[src/rtl/spi_master_cfg.sv]
// Parametrised SPI master: enable-based SCK divider, all CPOL/CPHA modes, MSB/LSB ordering
// and one-hot active-low slave selects, all in the clk domain.
module spi_master_cfg #(
    parameter int unsigned DATA_W = 8,
    parameter int unsigned NUM_SS = 4,
    parameter int unsigned DIV_W  = 8,
    localparam int unsigned SS_W  = (NUM_SS > 1) ? $clog2(NUM_SS) : 1
) (
    input  logic              clk,
    input  logic              SPI_reset,
    input  logic              SPI_start,
    input  logic [DATA_W-1:0] SPI_data_trans,
    input  logic              SPI_MSB,
    input  logic              SPI_cpol,
    input  logic              SPI_cpha,
    input  logic [DIV_W-1:0]  SPI_div,
    input  logic [SS_W-1:0]   SPI_ss_sel,
    input  logic              SPI_miso,
    output logic              SPI_sck,
    output logic              SPI_mosi,
    output logic [NUM_SS-1:0] SPI_slave_select,
    output logic [DATA_W-1:0] SPI_data_rec,
    output logic              SPI_flag,
    output logic              SPI_done
);

    localparam int unsigned HP_W = $clog2(2 * DATA_W);
    localparam logic [HP_W-1:0] LastHalf = HP_W'(2 * DATA_W - 1);

    typedef enum logic [1:0] {StIdle, StSetup, StXfer, StHold} state_e;

    state_e            state_q;
    logic [DIV_W-1:0]  cnt_q;
    logic [DIV_W-1:0]  div_q;
    logic [HP_W-1:0]   half_q;
    logic [DATA_W-1:0] tx_q;
    logic [DATA_W-1:0] rx_q;
    logic              msb_q;
    logic              cpol_q;
    logic              cpha_q;
    logic [NUM_SS-1:0] ss_dec;
    logic              half_end;
    logic              leading;
    logic              do_sample;
    logic              do_drive;

    function automatic logic head_bit(input logic [DATA_W-1:0] w, input logic msb);
        return msb ? w[DATA_W-1] : w[0];
    endfunction

    function automatic logic [DATA_W-1:0] shift_out(input logic [DATA_W-1:0] w, input logic msb);
        return msb ? (w << 1) : (w >> 1);
    endfunction

    // Out-of-range indices match no line, so the transfer runs with every select high.
    always_comb begin
        ss_dec = '1;
        for (int unsigned i = 0; i < NUM_SS; i++) begin
            if (SPI_ss_sel == SS_W'(i)) begin
                ss_dec[i] = 1'b0;
            end
        end
    end

    // Even half-period indices end on a leading edge; the last trailing edge never drives.
    assign half_end  = (cnt_q == div_q);
    assign leading   = ~half_q[0];
    assign do_sample = leading ^ cpha_q;
    assign do_drive  = ~do_sample & ~((half_q == LastHalf) & ~cpha_q);

    always_ff @(posedge clk) begin
        if (SPI_reset) begin
            state_q          <= StIdle;
            cnt_q            <= '0;
            div_q            <= '0;
            half_q           <= '0;
            tx_q             <= '0;
            rx_q             <= '0;
            msb_q            <= 1'b0;
            cpol_q           <= 1'b0;
            cpha_q           <= 1'b0;
            SPI_sck          <= 1'b0;
            SPI_mosi         <= 1'b0;
            SPI_slave_select <= '1;
            SPI_data_rec     <= '0;
            SPI_flag         <= 1'b0;
            SPI_done         <= 1'b0;
        end else begin
            case (state_q)
                StIdle: begin
                    SPI_sck          <= SPI_cpol;
                    SPI_mosi         <= 1'b0;
                    SPI_slave_select <= '1;
                    SPI_flag         <= 1'b0;
                    SPI_done         <= 1'b0;
                    if (SPI_start) begin
                        msb_q            <= SPI_MSB;
                        cpol_q           <= SPI_cpol;
                        cpha_q           <= SPI_cpha;
                        div_q            <= SPI_div;
                        cnt_q            <= '0;
                        rx_q             <= '0;
                        // cpha=0 presents the first bit now, so it is pre-shifted out of tx_q
                        tx_q             <= SPI_cpha ? SPI_data_trans
                                                     : shift_out(SPI_data_trans, SPI_MSB);
                        SPI_mosi         <= ~SPI_cpha & head_bit(SPI_data_trans, SPI_MSB);
                        SPI_slave_select <= ss_dec;
                        SPI_flag         <= 1'b1;
                        state_q          <= StSetup;
                    end
                end
                StSetup: begin
                    if (half_end) begin
                        cnt_q   <= '0;
                        half_q  <= '0;
                        state_q <= StXfer;
                    end else begin
                        cnt_q <= cnt_q + DIV_W'(1);
                    end
                end
                StXfer: begin
                    if (half_end) begin
                        cnt_q   <= '0;
                        half_q  <= half_q + HP_W'(1);
                        SPI_sck <= ~SPI_sck;
                        if (do_sample) begin
                            rx_q <= msb_q ? {rx_q[DATA_W-2:0], SPI_miso}
                                          : {SPI_miso, rx_q[DATA_W-1:1]};
                        end
                        if (do_drive) begin
                            SPI_mosi <= head_bit(tx_q, msb_q);
                            tx_q     <= shift_out(tx_q, msb_q);
                        end
                        if (half_q == LastHalf) begin
                            state_q <= StHold;
                        end
                    end else begin
                        cnt_q <= cnt_q + DIV_W'(1);
                    end
                end
                StHold: begin
                    SPI_sck <= cpol_q;
                    if (half_end) begin
                        cnt_q            <= '0;
                        SPI_sck          <= SPI_cpol;
                        SPI_mosi         <= 1'b0;
                        SPI_slave_select <= '1;
                        SPI_data_rec     <= rx_q;
                        SPI_flag         <= 1'b0;
                        SPI_done         <= 1'b1;
                        state_q          <= StIdle;
                    end else begin
                        cnt_q <= cnt_q + DIV_W'(1);
                    end
                end
                default: state_q <= StIdle;
            endcase
        end
    end

endmodule

[config.mk]
export PLATFORM = sky130hd
export DESIGN_NAME = spi_master_cfg
export DESIGN_NICKNAME = d
export VERILOG_FILES = /design/src/rtl/spi_master_cfg.sv
export SDC_FILE = /design/constraint.sdc
export NUM_CORES = 1
export LEC_CHECK = 0
export ABC_AREA = 1
export ABC_CLOCK_PERIOD_IN_PS = 2300
export CORE_AREA = 2 2 79 81
export DETAILED_ROUTE_END_ITERATION = 8
export DIE_AREA = 0 0 81 83
export GPL_TIMING_DRIVEN = 0
export PLACE_DENSITY = 0.76
export SLEW_MARGIN = 0
export SYNTH_ARGS = -nofsm -noshare
export SYNTH_HDL_FRONTEND = slang
export SYNTH_SLANG_ARGS = --single-unit
[constraint.sdc]
create_clock -name clk -period 2.3 [get_ports clk]
set_clock_uncertainty 0.2 [all_clocks]
set_input_delay 0.46 -clock clk [delete_from_list [all_inputs] [get_ports clk]]
set_output_delay 0.46 -clock clk [all_outputs]
set_load 0.02 [all_outputs]
==> impl_metrics.ini <==
[routing]
first_iter_violations = 193
drtPass1Iterations = 5
avgViaCountPerCell = 5.29
ant_nets = 0
drc = 0
routed_wl_um = 7830
via_count = 3083
wl_per_cell_um = 13.4

[floorplanning]
num_rows = 28
die_y_um = 83
die-area_um2 = 6720
die_w_um = 81
io_pins = 41
initial_utilization = 0.523
coreArea_um2 = 5820

[synthesis]
synth-seq-area-share = 0.375
synth_cell_types = 33
synth_area_per_cell_um2 = 6.71
syn_area_um2 = 3040
syn_inst = 453
synth_fp_nets = 485
ys_seq_elements = 57
synth-warning-count = 0

[clocking]
h-tree-depth = 3
post_cts_buffers = 0
clk_pin_slew_ns = 0.07
tritoncts = done
cts_root_buf = clkbuf_8
numCtsBuffers = 9
cts.sinks = 57
insertion_delay_ns = 0.35
clock_path_buffers = 2

[setup_path]
r2r.worst_path.cells = 8
crit_top_cell = inv_1
cpPeakStageDelay_ns = 0.44
arrival_ns = 2.18
path_class = register to register
cp_num_buf_inv = 3
crit_chain = inv_1 -> ha_1 -> buf_2 -> o22ai_2 -> nand2_2 -> nand2_1 -> inv_1 -> nor2_1
crit_slowest_cell = o22ai_2
r2r_setup_slack_ns = 0.20
r2r-start = state_q[0]
end_kind = register
critPathLaunchType = register
r2r-end = rx_q[1]
required_ns = 2.38
crit_family = compound AO/OA/AOI/OAI gates
cp_max_fo = 10

[cells_and_area]
area_delta_synth_final_pct = 21.7
final_common_cell = nand2_1
drive_gt1_frac = 0.0748
final_core_util = 0.636
fill_cells = 569
final_cell_count_no_fill = 583
mostFrequentLayoutCells = 102 x nand2_1, 59 x inv_1, 57 x dfxtp_1
nets = 535
diodes = 0

[status]
status = completed

[min_path]
whs_endpoint = SPI_done
hold_depth = 2
hold_path_class = register to register
worstHoldStart = SPI_done

[flow_run]
cap_violations = 0

[placed_design]
gp_congestion = 0.913
io_buffers = 39
dp_hpwl_um = 5510
dp_cells = 567

[global_route]
antenna_found_initial = 0
grt_max_degree = 11
grt_use_total = 0.252
grt_overflow = 0
grt_pass1_wl_um = 13200
grt_pass1_vias = 2847

[power_and_ir_drop]
combPwrFrac = 0.476
p_int_mw = 2.38
clkPwrFrac = 0.199
leakage_nw = 1.61
pwr_density_cell_nw_per_um2 = 1140
power.switching_mw = 1.85
swShare = 0.437
ir_drop_v = 0.000594
pwr-share-seq = 0.324

[sta]
maxSlewHeadroom = 0.602
grt_setup_unrepaired = no
maxSlewViolCount = 0
setup_viol = 0
fin_crit_sh = 0.911
hold_violations = 0
period_minus_slack_ns = 2.10
timing.fmax_mhz = 477
worstMarginPinSlew_ns = 0.596
-- worst min-delay path, cell delays in order (launching register included) --
cell and delay (ns):
dfxtp_1 0.31, nand2_1 0.06, a21oi_1 0.05
-- cell families after synthesis --
| kind of cell | count (synthesis) | share of synthesized area |
|---|---|---|
| and+or+nand+nor | 191 | 0.272 |
| xor gates and xnor gates | 5 | 0.0144 |
| buffers and inverters | 81 | 0.106 |
| DFF | 57 | 0.375 |
| AOI/OAI and AO/OA | 112 | 0.204 |
| adders and majority gates | 7 | 0.0288 |
-- cell usage after synthesis (all sizes together) --
cell	instances	share of area
nand2	106	0.14
inv	62	0.077
dfxtp	57	0.38
a21oi	53	0.092
nor2	51	0.068
o21ai	43	0.071
nand3	17	0.030
clkbuf	13	0.016
o211ai	10	0.025
nor3	9	0.015
ha	7	0.029
buf	5	0.012
nor3b	5	0.017
nand4	3	0.0062
o22ai	3	0.0082
xnor2	3	0.0086
xor2	2	0.0058
a21boi	1	0.0025
a21o	1	0.0025
a41oi	1	0.0029
clkinv	1	0.0012
-- layout make-up --
type / instances / area [um2] / area share
well taps: 75 / 93.8 / 0.0254
flip-flops and latches: 57 / 1140 / 0.308
inverters: 63 / 236 / 0.0639
multi-input cells: 315 / 1580 / 0.426
clock buffers: 13 / 159 / 0.0429
repair buffers: 39 / 390 / 0.106
plain buffers: 18 / 87.6 / 0.0237
clock inverters: 3 / 15.0 / 0.00406
-- flip-flops by register name, indices dropped and copies added, names as in the netlist --
signal / flops
tx_q: 8
SPI_sck: 1
SPI_slave_select: 4
rx_q: 8
cpha_q: 1
div_q: 8
msb_q: 1
SPI_flag: 1
cnt_q: 8
SPI_data_rec: 8
cpol_q: 1
half_q: 4
SPI_done: 1
SPI_mosi: 1
state_q: 2
-- layer usage --
metal  GRT usage  vias to the layer above  part of all wire
li1            -                     1569                 -
met2       0.377                       96              0.46
met1       0.337                     1404              0.46
met4       0.106                        0             0.019
met5           0                        -                 0
met3      0.0717                       14             0.065
-- how the worst max path moves through the flow --
| stage | start | endpoint | depth (start not counted) | slack, ns |
|---|---|---|---|---|
| 2_1_floorplan | state_q[0] | cnt_q[7] | 10 | 0.53 |
| 3_3_place_gp | SPI_start | cpol_q | 6 | -0.09 |
| 3_5_place_dp | SPI_start | div_q[7] | 6 | -0.14 |
| 4_1_cts | state_q[0] | div_q[7] | 7 | 0.12 |
| 5_1_grt | state_q[0] | cnt_q[7] | 10 | 0.03 |
| 6_report | state_q[0] | rx_q[1] | 8 | 0.20 |
-- metrics by stage --
step           power, mW  hold slack (ns)  TNS [ns]  setup WS (ns)  instance area (um2)
3_5_place_dp        3.36            0.257    -0.902         -0.136                 3520
2_1_floorplan       2.86            0.230         0          0.527                 3040
5_1_grt             4.60            0.289         0         0.0315                 3700
3_3_place_gp        3.31            0.248    -0.529        -0.0892                 3520
6_report            4.22            0.264         0          0.204                 3700
4_1_cts             4.21            0.267         0          0.123                 3700
-- timing repair --
action | in CTS | in global routing
hold buffers | 0 | 0
gates resized for setup | 0 | 2
endpoints found under the setup margin | 0 | 3
-- power groups by stage --
stage	combinational (mW)	clock [mW]	sequential [mW]
after global placement	1.93	0	1.38
after global routing	2.29	0.903	1.40
after floorplan	1.46	0	1.39
after detailed placement	1.98	0	1.39
final	2.01	0.842	1.37
after CTS	1.99	0.851	1.37
No activity file was read; power rests on OpenSTA's default activity.
